## config.mk

```make
export PLATFORM = sky130hd
export DESIGN_NAME = to_lower_stream
export DESIGN_NICKNAME = d
export VERILOG_FILES = /design/src/rtl/to_lower_pkg.sv /design/src/rtl/ascii_to_lower.sv /design/src/rtl/to_lower_stream.sv
export SDC_FILE = /design/constraint.sdc
export NUM_CORES = 1
export LEC_CHECK = 0
export ABC_CLOCK_PERIOD_IN_PS = 2290
export CAP_MARGIN = 40
export CORE_MARGIN = 8
export CORE_UTILIZATION = 52
export CTS_BUF_LIST = sky130_fd_sc_hd__clkbuf_16
export DETAILED_ROUTE_END_ITERATION = 10
export PLACE_DENSITY_LB_ADDON = 0.3
export SYNTH_ARGS = -nofsm -noshare
export SYNTH_HDL_FRONTEND = slang
export SYNTH_HIERARCHICAL = 1
export SYNTH_SLANG_ARGS = --single-unit
```

## constraint.sdc

```tcl
create_clock -name clk -period 2.29 [get_ports clk]
set_input_delay 0.458 -clock clk [delete_from_list [all_inputs] [get_ports clk]]
set_output_delay 0.458 -clock clk [all_outputs]
set_load 0.01 [all_outputs]
```

## src/rtl/to_lower_pkg.sv

```systemverilog
// rtl/to_lower_pkg.sv - ASCII constants and occupancy state encoding for to_lower_stream
package to_lower_pkg;

  localparam logic [7:0] ASCII_UPPER_A = 8'h41;
  localparam logic [7:0] ASCII_UPPER_Z = 8'h5A;
  localparam int         CASE_BIT      = 5;

  typedef enum logic [1:0] {
    EMPTY = 2'd0,
    ONE   = 2'd1,
    FULL  = 2'd2
  } state_t;

endpackage

```

## src/rtl/ascii_to_lower.sv

```systemverilog
// rtl/ascii_to_lower.sv - combinational single-byte uppercase-to-lowercase mapper
module ascii_to_lower
  import to_lower_pkg::*;
(
  input  logic [7:0] byte_in,
  input  logic       bypass,
  output logic [7:0] byte_out,
  output logic       changed
);

  logic is_upper;

  // Full 8-bit compare so Latin-1 range 8'hC1..8'hDA is left alone.
  assign is_upper = (byte_in >= ASCII_UPPER_A) && (byte_in <= ASCII_UPPER_Z);
  assign changed  = is_upper & ~bypass;

  always_comb begin
    byte_out           = byte_in;
    byte_out[CASE_BIT] = byte_in[CASE_BIT] | changed;
  end

endmodule

```

## src/rtl/to_lower_stream.sv

```systemverilog
// rtl/to_lower_stream.sv - streaming lowercase converter with output register, skid slot and counters
module to_lower_stream
  import to_lower_pkg::*;
#(
  parameter int CNT_W = 16
) (
  input  logic             clk,
  input  logic             rst,
  input  logic [7:0]       in_data,
  input  logic             in_valid,
  output logic             in_ready,
  input  logic             bypass,
  output logic [7:0]       out_data,
  output logic             out_valid,
  input  logic             out_ready,
  input  logic             clr_count,
  output logic [CNT_W-1:0] conv_count,
  output logic [CNT_W-1:0] byte_count
);

  localparam logic [CNT_W-1:0] CNT_MAX = {CNT_W{1'b1}};
  localparam logic [CNT_W-1:0] CNT_ONE = {{(CNT_W-1){1'b0}}, 1'b1};

  state_t     state_q, state_d;
  logic [7:0] out_q, skid_q;
  logic [7:0] conv_byte;
  logic       conv_changed;
  logic       accept, drain;
  logic       load_out, load_skid, out_from_skid;

  ascii_to_lower u_lower (
    .byte_in  (in_data),
    .bypass   (bypass),
    .byte_out (conv_byte),
    .changed  (conv_changed)
  );

  assign in_ready  = (state_q != FULL);
  assign out_valid = (state_q == ONE) || (state_q == FULL);
  assign out_data  = out_q;
  assign accept    = in_valid & in_ready;
  assign drain     = out_valid & out_ready;

  always_ff @(posedge clk or posedge rst) begin
    if (rst) state_q <= EMPTY;
    else     state_q <= state_d;
  end

  always_comb begin
    state_d = state_q;
    case (state_q)
      EMPTY: if (accept) state_d = ONE;
      ONE: begin
        if (accept && !drain)      state_d = FULL;
        else if (!accept && drain) state_d = EMPTY;
      end
      FULL:    if (drain) state_d = ONE;
      default: state_d = EMPTY;
    endcase
  end

  // The skid slot only fills when the out stage is occupied and stalled.
  always_comb begin
    load_out      = 1'b0;
    load_skid     = 1'b0;
    out_from_skid = 1'b0;
    case (state_q)
      EMPTY: load_out = accept;
      ONE: begin
        load_out  = accept & drain;
        load_skid = accept & ~drain;
      end
      FULL: begin
        load_out      = drain;
        out_from_skid = drain;
      end
      default: ;
    endcase
  end

  always_ff @(posedge clk or posedge rst) begin
    if (rst) begin
      out_q  <= 8'h00;
      skid_q <= 8'h00;
    end else begin
      if (load_out)  out_q  <= out_from_skid ? skid_q : conv_byte;
      if (load_skid) skid_q <= conv_byte;
    end
  end

  always_ff @(posedge clk or posedge rst) begin
    if (rst) begin
      byte_count <= '0;
      conv_count <= '0;
    end else if (clr_count) begin
      byte_count <= '0;
      conv_count <= '0;
    end else if (accept) begin
      if (byte_count != CNT_MAX)                 byte_count <= byte_count + CNT_ONE;
      if (conv_changed && conv_count != CNT_MAX) conv_count <= conv_count + CNT_ONE;
    end
  end

endmodule

```

==> results by group, run 1 <==
Place
  – # port buffers: 55
  – Placement Setup Slack: -0.391 ns
  – Final Wtd Congestion: 0.787
  – DP Wirelength: 4840 µm
  – Post-DP Area: 0.00366 mm²

Worst setup path
  – R2R Path Start: state_q[0]
  – CP Class: flop to output pin
  – Critical path's top delay family: buffers and inverters
  – Arrival time worst endpoint: 1.68 ns
  – CP startpoint kind: flop
  – Reg2Reg Depth: 6
  – CP bufs+invs: 2
  – CP Data Required Time: 1.83 ns
  – Crit. End Element: output pin
  – Slowest cell delay on critical path: 0.55 ns
  – Worst path cell trace: inv_1 -> ha_1 -> clkdlybuf4s50_1
  – Reg-to-reg slack, setup: 0.23 ns
  – Highest fanout seen on the critical path: 5
  – Reg2Reg Capture Point: byte_count[13]
  – Crit path max-delay cell type: clkdlybuf4s50_1

Hold path
  – Hold Crit Class: input port to asynchronous set/reset pin

Detailed routing
  – Via density: 5.70
  – Wire per inst: 15.5 µm
  – Routed WL: 6620 µm
  – Via count: 2,438
  – Initial DRT Pass Iterations: 4
  – DRC viols: 0
  – Post-route ant nets: 0
  – Initial DRC count: 125

Clock tree
  – Reg clk slew, reported paths: 0.07 ns
  – CTS max path bufs: 2
  – Cts hold-fix bufs: 0
  – Clk sinks: 50
  – Clk Latency, worst-skew pair: 0.29 ns
  – Clk root buf: clkbuf_16
  – TritonCTS Buffers: 5
  – H-Tree Depth: 2
  – CTS tree: done
  – Post-CTS Setup Bufs: 0

Floorplan
  – Cell row count: 27
  – Initial core utilization: 0.525
  – I/O pin count: 56
  – Chip width: 89.6 µm
  – Die Ht: 89.6 µm
  – Die Area: 0.00804 mm²
  – Core Region: 0.00537 mm²

Final layout
  – Design area: 0.00391 mm²
  – Number of fill cells: 363
  – Ant diodes: 0
  – Layout Utilization: 0.728
  – Nets: 376
  – Area delta synth->final: 38.7%
  – Most frequent cells in the layout: 50 x dfrtp_1, 48 x clkdlybuf4s50_1, 32 x buf_4
  – Leading cell type in the layout, fill and taps excluded: dfrtp_1
  – Share of layout cells above drive strength 1: 0.253

Power and ir drop
  – Worst IR Drop VDD: 0.758 mV
  – Total power draw: 3.13 mW
  – Internal Power: 2.29 mW
  – Comb power frac: 0.327
  – Cell area power density: 799 mW/mm²
  – Clk pwr share: 0.302
  – Switching Share: 0.268
  – Part of the power in registers: 0.370
  – Pleak: 1.64 nW
  – Switch Pwr: 0.839 mW

STA
  – Max transition margin: 0.601
  – Fin. Hold Viols: 0
  – Fmax: 469 MHz
  – Smallest hold slack: 0.494 ns
  – Fin. max-slew vios: 0
  – Final setup margin: 0.156 ns
  – Worst Tran Pin Value: 0.594 ns
  – Final worst-path cycle share: 0.932
  – Skew final: 0.00706 ns
  – Tmin final: 2.13 ns
  – Endpoints failing setup: 0
  – RSZ-0062 raised after global routing: false

Logic synthesis
  – Yosys warns: 6
  – Mean Syn Cell Area: 10.3 µm²
  – Dominant synthesized flop cell: dfrtp_1
  – Synth unique cells: 45
  – Seq/Total Area, Yosys: 0.444
  – Mapped cell area: 0.00282 mm²
  – Fraction of registers with async set/reset: 1.00
  – Post-Syn Nets: 294
  – Post-synth EDFFs: 0
  – Yosys reg bits: 50
  – Post-Syn Instances: 273

GRT
  – Vias in the first global route: 2,367
  – Largest net degree at the start of global routing: 32
  – Total congestion overflow: 0
  – First-pass GRT wire length: 10,800 µm
  – Initial antenna violation count: 0
  – GRT Resource Usage Total: 0.170

Status
  – Status: completed

Run
  – Maxcap violations: 0
-- layer usage --
layer  global-route usage  up-vias  routed length (µm)
met5                    0        -                   0
met4               0.0589        0                  71
met3               0.0391        6                 316
met2                0.299       52                3350
met1                0.198     1191                2880
li1                     -     1189                   -
-- worst reg2reg max path, stage by stage (launching register included) --
cell	delay, ns
dfrtp_1	0.38
inv_1	0.10
ha_1	0.29
nand4b_1	0.25
or4_4	0.48
or3_1	0.36
a21oi_1	0.13
-- area by class of cell --
type,instances,area [µm²],area share
flip-flops and latches,50,1250,0.320
multi-input cells,198,1500,0.382
repair buffers,89,845,0.216
inverters,11,41.3,0.0106
clock buffers,5,125,0.0320
well taps,72,90.1,0.0230
clock inverters,3,63.8,0.0163
-- Yosys cell counts (all sizes together) (2+ instances only) --
cell type  count  area, µm²
nor2          11       41.3
o31ai         11       82.6
o21bai         2       30.0
dfrtp         50       1250
o21ai         14       70.1
ha             7       87.6
nor2b          5       31.3
inv           11       41.3
nand4          9       77.6
clkbuf         5       18.8
nor3           2       10.0
buf            9       62.6
or3           16        100
a21oi         26        134
o41ai          2       17.5
or4           11       90.1
mux2i          4       40.0
nand2b         5       31.3
nor4           6       58.8
mux2          28        315
nand3          9       45.0
and3           3       18.8
nand2         14       52.6
-- worst max-delay path by stage --
stage / cells past startpoint / from / slack (ns) / end
after CTS: 10 / in_data[3] / 0.003 / conv_count[15]
after global routing: 8 / bypass / 0.1 / conv_count[15]
final: 3 / state_q[1] / 0.16 / out_valid
after global placement: 8 / in_data[2] / -0.35 / conv_count[13]
after floorplan: 8 / in_data[2] / 0.10 / conv_count[13]
after detailed placement: 8 / in_data[2] / -0.39 / conv_count[13]
-- state kept, by name, summed over array words and instances, names as in the netlist --
register	count
skid_q	8
byte_count	16
out_data	8
conv_count	16
state_q	2
-- timing repair --
action	CTS	global route
pin swaps	1	3
endpoints found under the setup margin	11	7
gates cloned	0	0
resized for setup	5	14
-- power by group through the flow --
stage	Clock [mW]	Sequential, mW	Combinational (mW)
after floorplan	0	1.19	0.534
after global placement	0	1.16	0.998
after detailed placement	0	1.17	1.02
after CTS	0.961	1.15	1.03
after global routing	1.00	1.18	1.10
final	0.945	1.16	1.02
-- per-stage QoR --
step / std cells / TNS (ns)
final: 428 / 0
after global routing: 428 / 0
after CTS: 428 / 0
after detailed placement: 420 / -4.76
after global placement: 420 / -3.68
after floorplan: 273 / 0
-- kinds of logic (layout without fill, tap and decap cells) --
group / Yosys count / count (layout) / synth area share
flops: 50 / 50 / 0.444
fa+ha+maj: 7 / 7 / 0.0311
mux: 32 / 32 / 0.126
buf+inv: 25 / 108 / 0.0435
xor+xnor: 1 / 1 / 0.00311
simple gates: 98 / 98 / 0.218
compound gates: 60 / 60 / 0.134
(Power assumes the default switching activity.)
==> run 2, diff against run 1 <==
--- a/config.mk
+++ b/config.mk
@@ -5,12 +5,13 @@
 export SDC_FILE = /design/constraint.sdc
 export NUM_CORES = 1
 export LEC_CHECK = 0
-export ABC_CLOCK_PERIOD_IN_PS = 2290
+export ABC_CLOCK_PERIOD_IN_PS = 2750
 export CAP_MARGIN = 40
 export CORE_MARGIN = 8
-export CORE_UTILIZATION = 52
+export CORE_UTILIZATION = 56
 export CTS_BUF_LIST = sky130_fd_sc_hd__clkbuf_16
 export DETAILED_ROUTE_END_ITERATION = 10
+export GPL_ROUTABILITY_DRIVEN = 0
 export PLACE_DENSITY_LB_ADDON = 0.3
 export SYNTH_ARGS = -nofsm -noshare
 export SYNTH_HDL_FRONTEND = slang
==> constraint.sdc (replaced) <==
create_clock -name clk -period 2.75 [get_ports clk]
set_input_delay 0.55 -clock clk [delete_from_list [all_inputs] [get_ports clk]]
set_output_delay 0.55 -clock clk [all_outputs]
set_load 0.01 [all_outputs]
==> run 2 against run 1 <==
Setup slack better by 0.095 ns. First-iteration DRC count decreased by 4.0%. Worst hold slack improved by 0.0085 ns. Non-clock buffer count down 24. Core utilization down 0.72 points. Sequential power down 17%. Final area shrank 8.3%. Global-route usage grew 0.59 points. Via count is 3.9% lower. Largest power group unchanged. Highest routed layer unchanged.
==> results by group, run 2 (synthesis gave the netlist of run 1 again) <==
Worst setup path
  – CP bufs+invs: 1
  – Arrival time worst endpoint: 2.67 ns
  – Highest fanout seen on the critical path: 7
  – Crit. End Element: flop
  – Critical path's top delay family: simple AND/OR/NAND/NOR gates
  – Slowest cell delay on critical path: 0.53 ns
  – CP Class: input port to flop
  – Crit path max-delay cell type: clkdlybuf4s50_1
  – CP Data Required Time: 2.92 ns
  – Worst path cell trace: clkdlybuf4s50_1 -> or4_4 -> o21bai_4 -> nor3_1 -> and3b_1 -> nand4_1 -> nor4_1 -> mux2_2
  – CP startpoint kind: input port

STA
  – Fin. Hold Viols: 0
  – Smallest hold slack: 0.502 ns
  – Max transition margin: 0.502
  – Worst Tran Pin Value: 0.740 ns
  – RSZ-0062 raised after global routing: false
  – Skew final: 0.00262 ns
  – Fin. max-slew vios: 0
  – Final setup margin: 0.251 ns
  – Fmax: 400 MHz
  – Tmin final: 2.50 ns
  – Final worst-path cycle share: 0.909
  – Endpoints failing setup: 0
  – Setup_tns: 0 ns

Final layout
  – Design area: 0.00359 mm²
  – Largest registers: byte_count (16), conv_count (16)
  – Fin cells: 402
  – Layout Utilization: 0.721
  – Ant diodes: 0
  – Area delta synth->final: 27.3%
  – Leading cell type in the layout, fill and taps excluded: clkdlybuf4s50_1
  – Share of layout cells above drive strength 1: 0.163
  – Most frequent cells in the layout: 55 x clkdlybuf4s50_1, 50 x dfrtp_1, 28 x mux2_2
  – Nets: 352

Clock tree
  – Reg clk slew, reported paths: 0.06 ns
  – Clk sinks: 50
  – Clk Latency, worst-skew pair: 0.29 ns
  – Post-CTS Setup Bufs: 0
  – TritonCTS Buffers: 5
  – Cts hold-fix bufs: 0
  – CTS tree: done
  – CTS max path bufs: 2
  – Cts repair resizes: 0
  – H-Tree Depth: 2
  – Clk root buf: clkbuf_16

Detailed routing
  – Initial DRT Pass Iterations: 4
  – DRC viols: 0
  – Wire per inst: 15.7 µm
  – Initial DRC count: 120
  – Routed WL: 6330 µm
  – Via density: 5.83
  – Via count: 2,343
  – Post-route ant nets: 0

Power and ir drop
  – Cell area power density: 641 mW/mm²
  – Switch Pwr: 0.659 mW
  – Switching Share: 0.286
  – Clk pwr share: 0.255
  – Pleak: 1.43 nW
  – Total power draw: 2.30 mW
  – Comb power frac: 0.327
  – Worst IR Drop VDD: 0.639 mV
  – Part of the power in registers: 0.419
  – Internal Power: 1.64 mW

GRT
  – Vias in the first global route: 2,418
  – First-pass GRT wire length: 10,900 µm
  – Total congestion overflow: 0
  – Largest net degree at the start of global routing: 51
  – Initial antenna violation count: 0
  – GRT Resource Usage Total: 0.176

Status
  – Status: completed

Hold path
  – Hold Crit Class: flop to flop

Floorplan
  – Die Area: 0.00756 mm²
  – Chip width: 87.0 µm
  – I/O pin count: 56
  – Core Region: 0.00498 mm²
  – Initial core utilization: 0.567
  – Die Ht: 87.0 µm
  – Cell row count: 26

Place
  – Placement Setup Slack: -0.0652 ns
  – DP Wirelength: 4570 µm
  – Post-DP Area: 0.00345 mm²
  – # port buffers: 55
  – Placed cells: 394

Run
  – Maxcap violations: 0
==> run 2: power groups by stage <==
stage | clock (mW) | combinational [mW] | sequential, mW
detailed placement | 0 | 0.755 | 0.975
global route | 0.627 | 0.815 | 0.985
finish | 0.586 | 0.751 | 0.964
floorplan | 0 | 0.445 | 0.988
global placement | 0 | 0.736 | 0.967
CTS | 0.598 | 0.761 | 0.964
==> run 2: area by class of cell <==
cell class              count  area (µm²)
multi-input cells         198        1450
fillers                   381        1390
well taps                  70        87.6
repair buffers             65         626
flip-flops and latches     50        1250
clock inverters             3        12.5
inverters                  11        41.3
clock buffers               5         125
==> run 2: path summary, 6_finish.rpt <==
path,to,startpoint,slack (ns),depth (start not counted)
worst max-delay path,conv_count[13],in_data[2],0.25,8
worst min-delay path,skid_q[0],skid_q[0],0.50,1
worst max register to register,conv_count[4],conv_count[0],0.61,6
worst min register to register,skid_q[0],skid_q[0],0.50,1
max in group asynchronous,byte_count[15],rst,1.59,3
min in group asynchronous,byte_count[0],rst,0.74,3
==> run 2: per-layer routing <==
| metal | vias to the layer above | track usage | part of all wire |
|---|---|---|---|
| li1 | 1140 | - | - |
| met1 | 1146 | 0.214 | 0.46 |
| met2 | 53 | 0.306 | 0.49 |
| met3 | 4 | 0.0406 | 0.044 |
| met4 | 0 | 0.0423 | 0.0070 |
| met5 | - | 0 | 0 |
==> run 3, diff against run 2 <==
--- a/config.mk
+++ b/config.mk
@@ -13,6 +13,7 @@
 export DETAILED_ROUTE_END_ITERATION = 10
 export GPL_ROUTABILITY_DRIVEN = 0
 export PLACE_DENSITY_LB_ADDON = 0.3
+export SKIP_LAST_GASP = 1
 export SYNTH_ARGS = -nofsm -noshare
 export SYNTH_HDL_FRONTEND = slang
 export SYNTH_HIERARCHICAL = 1
==> results of run 3 <==
Same layout as run 2: the final DEF is identical, and so are final timing and power.
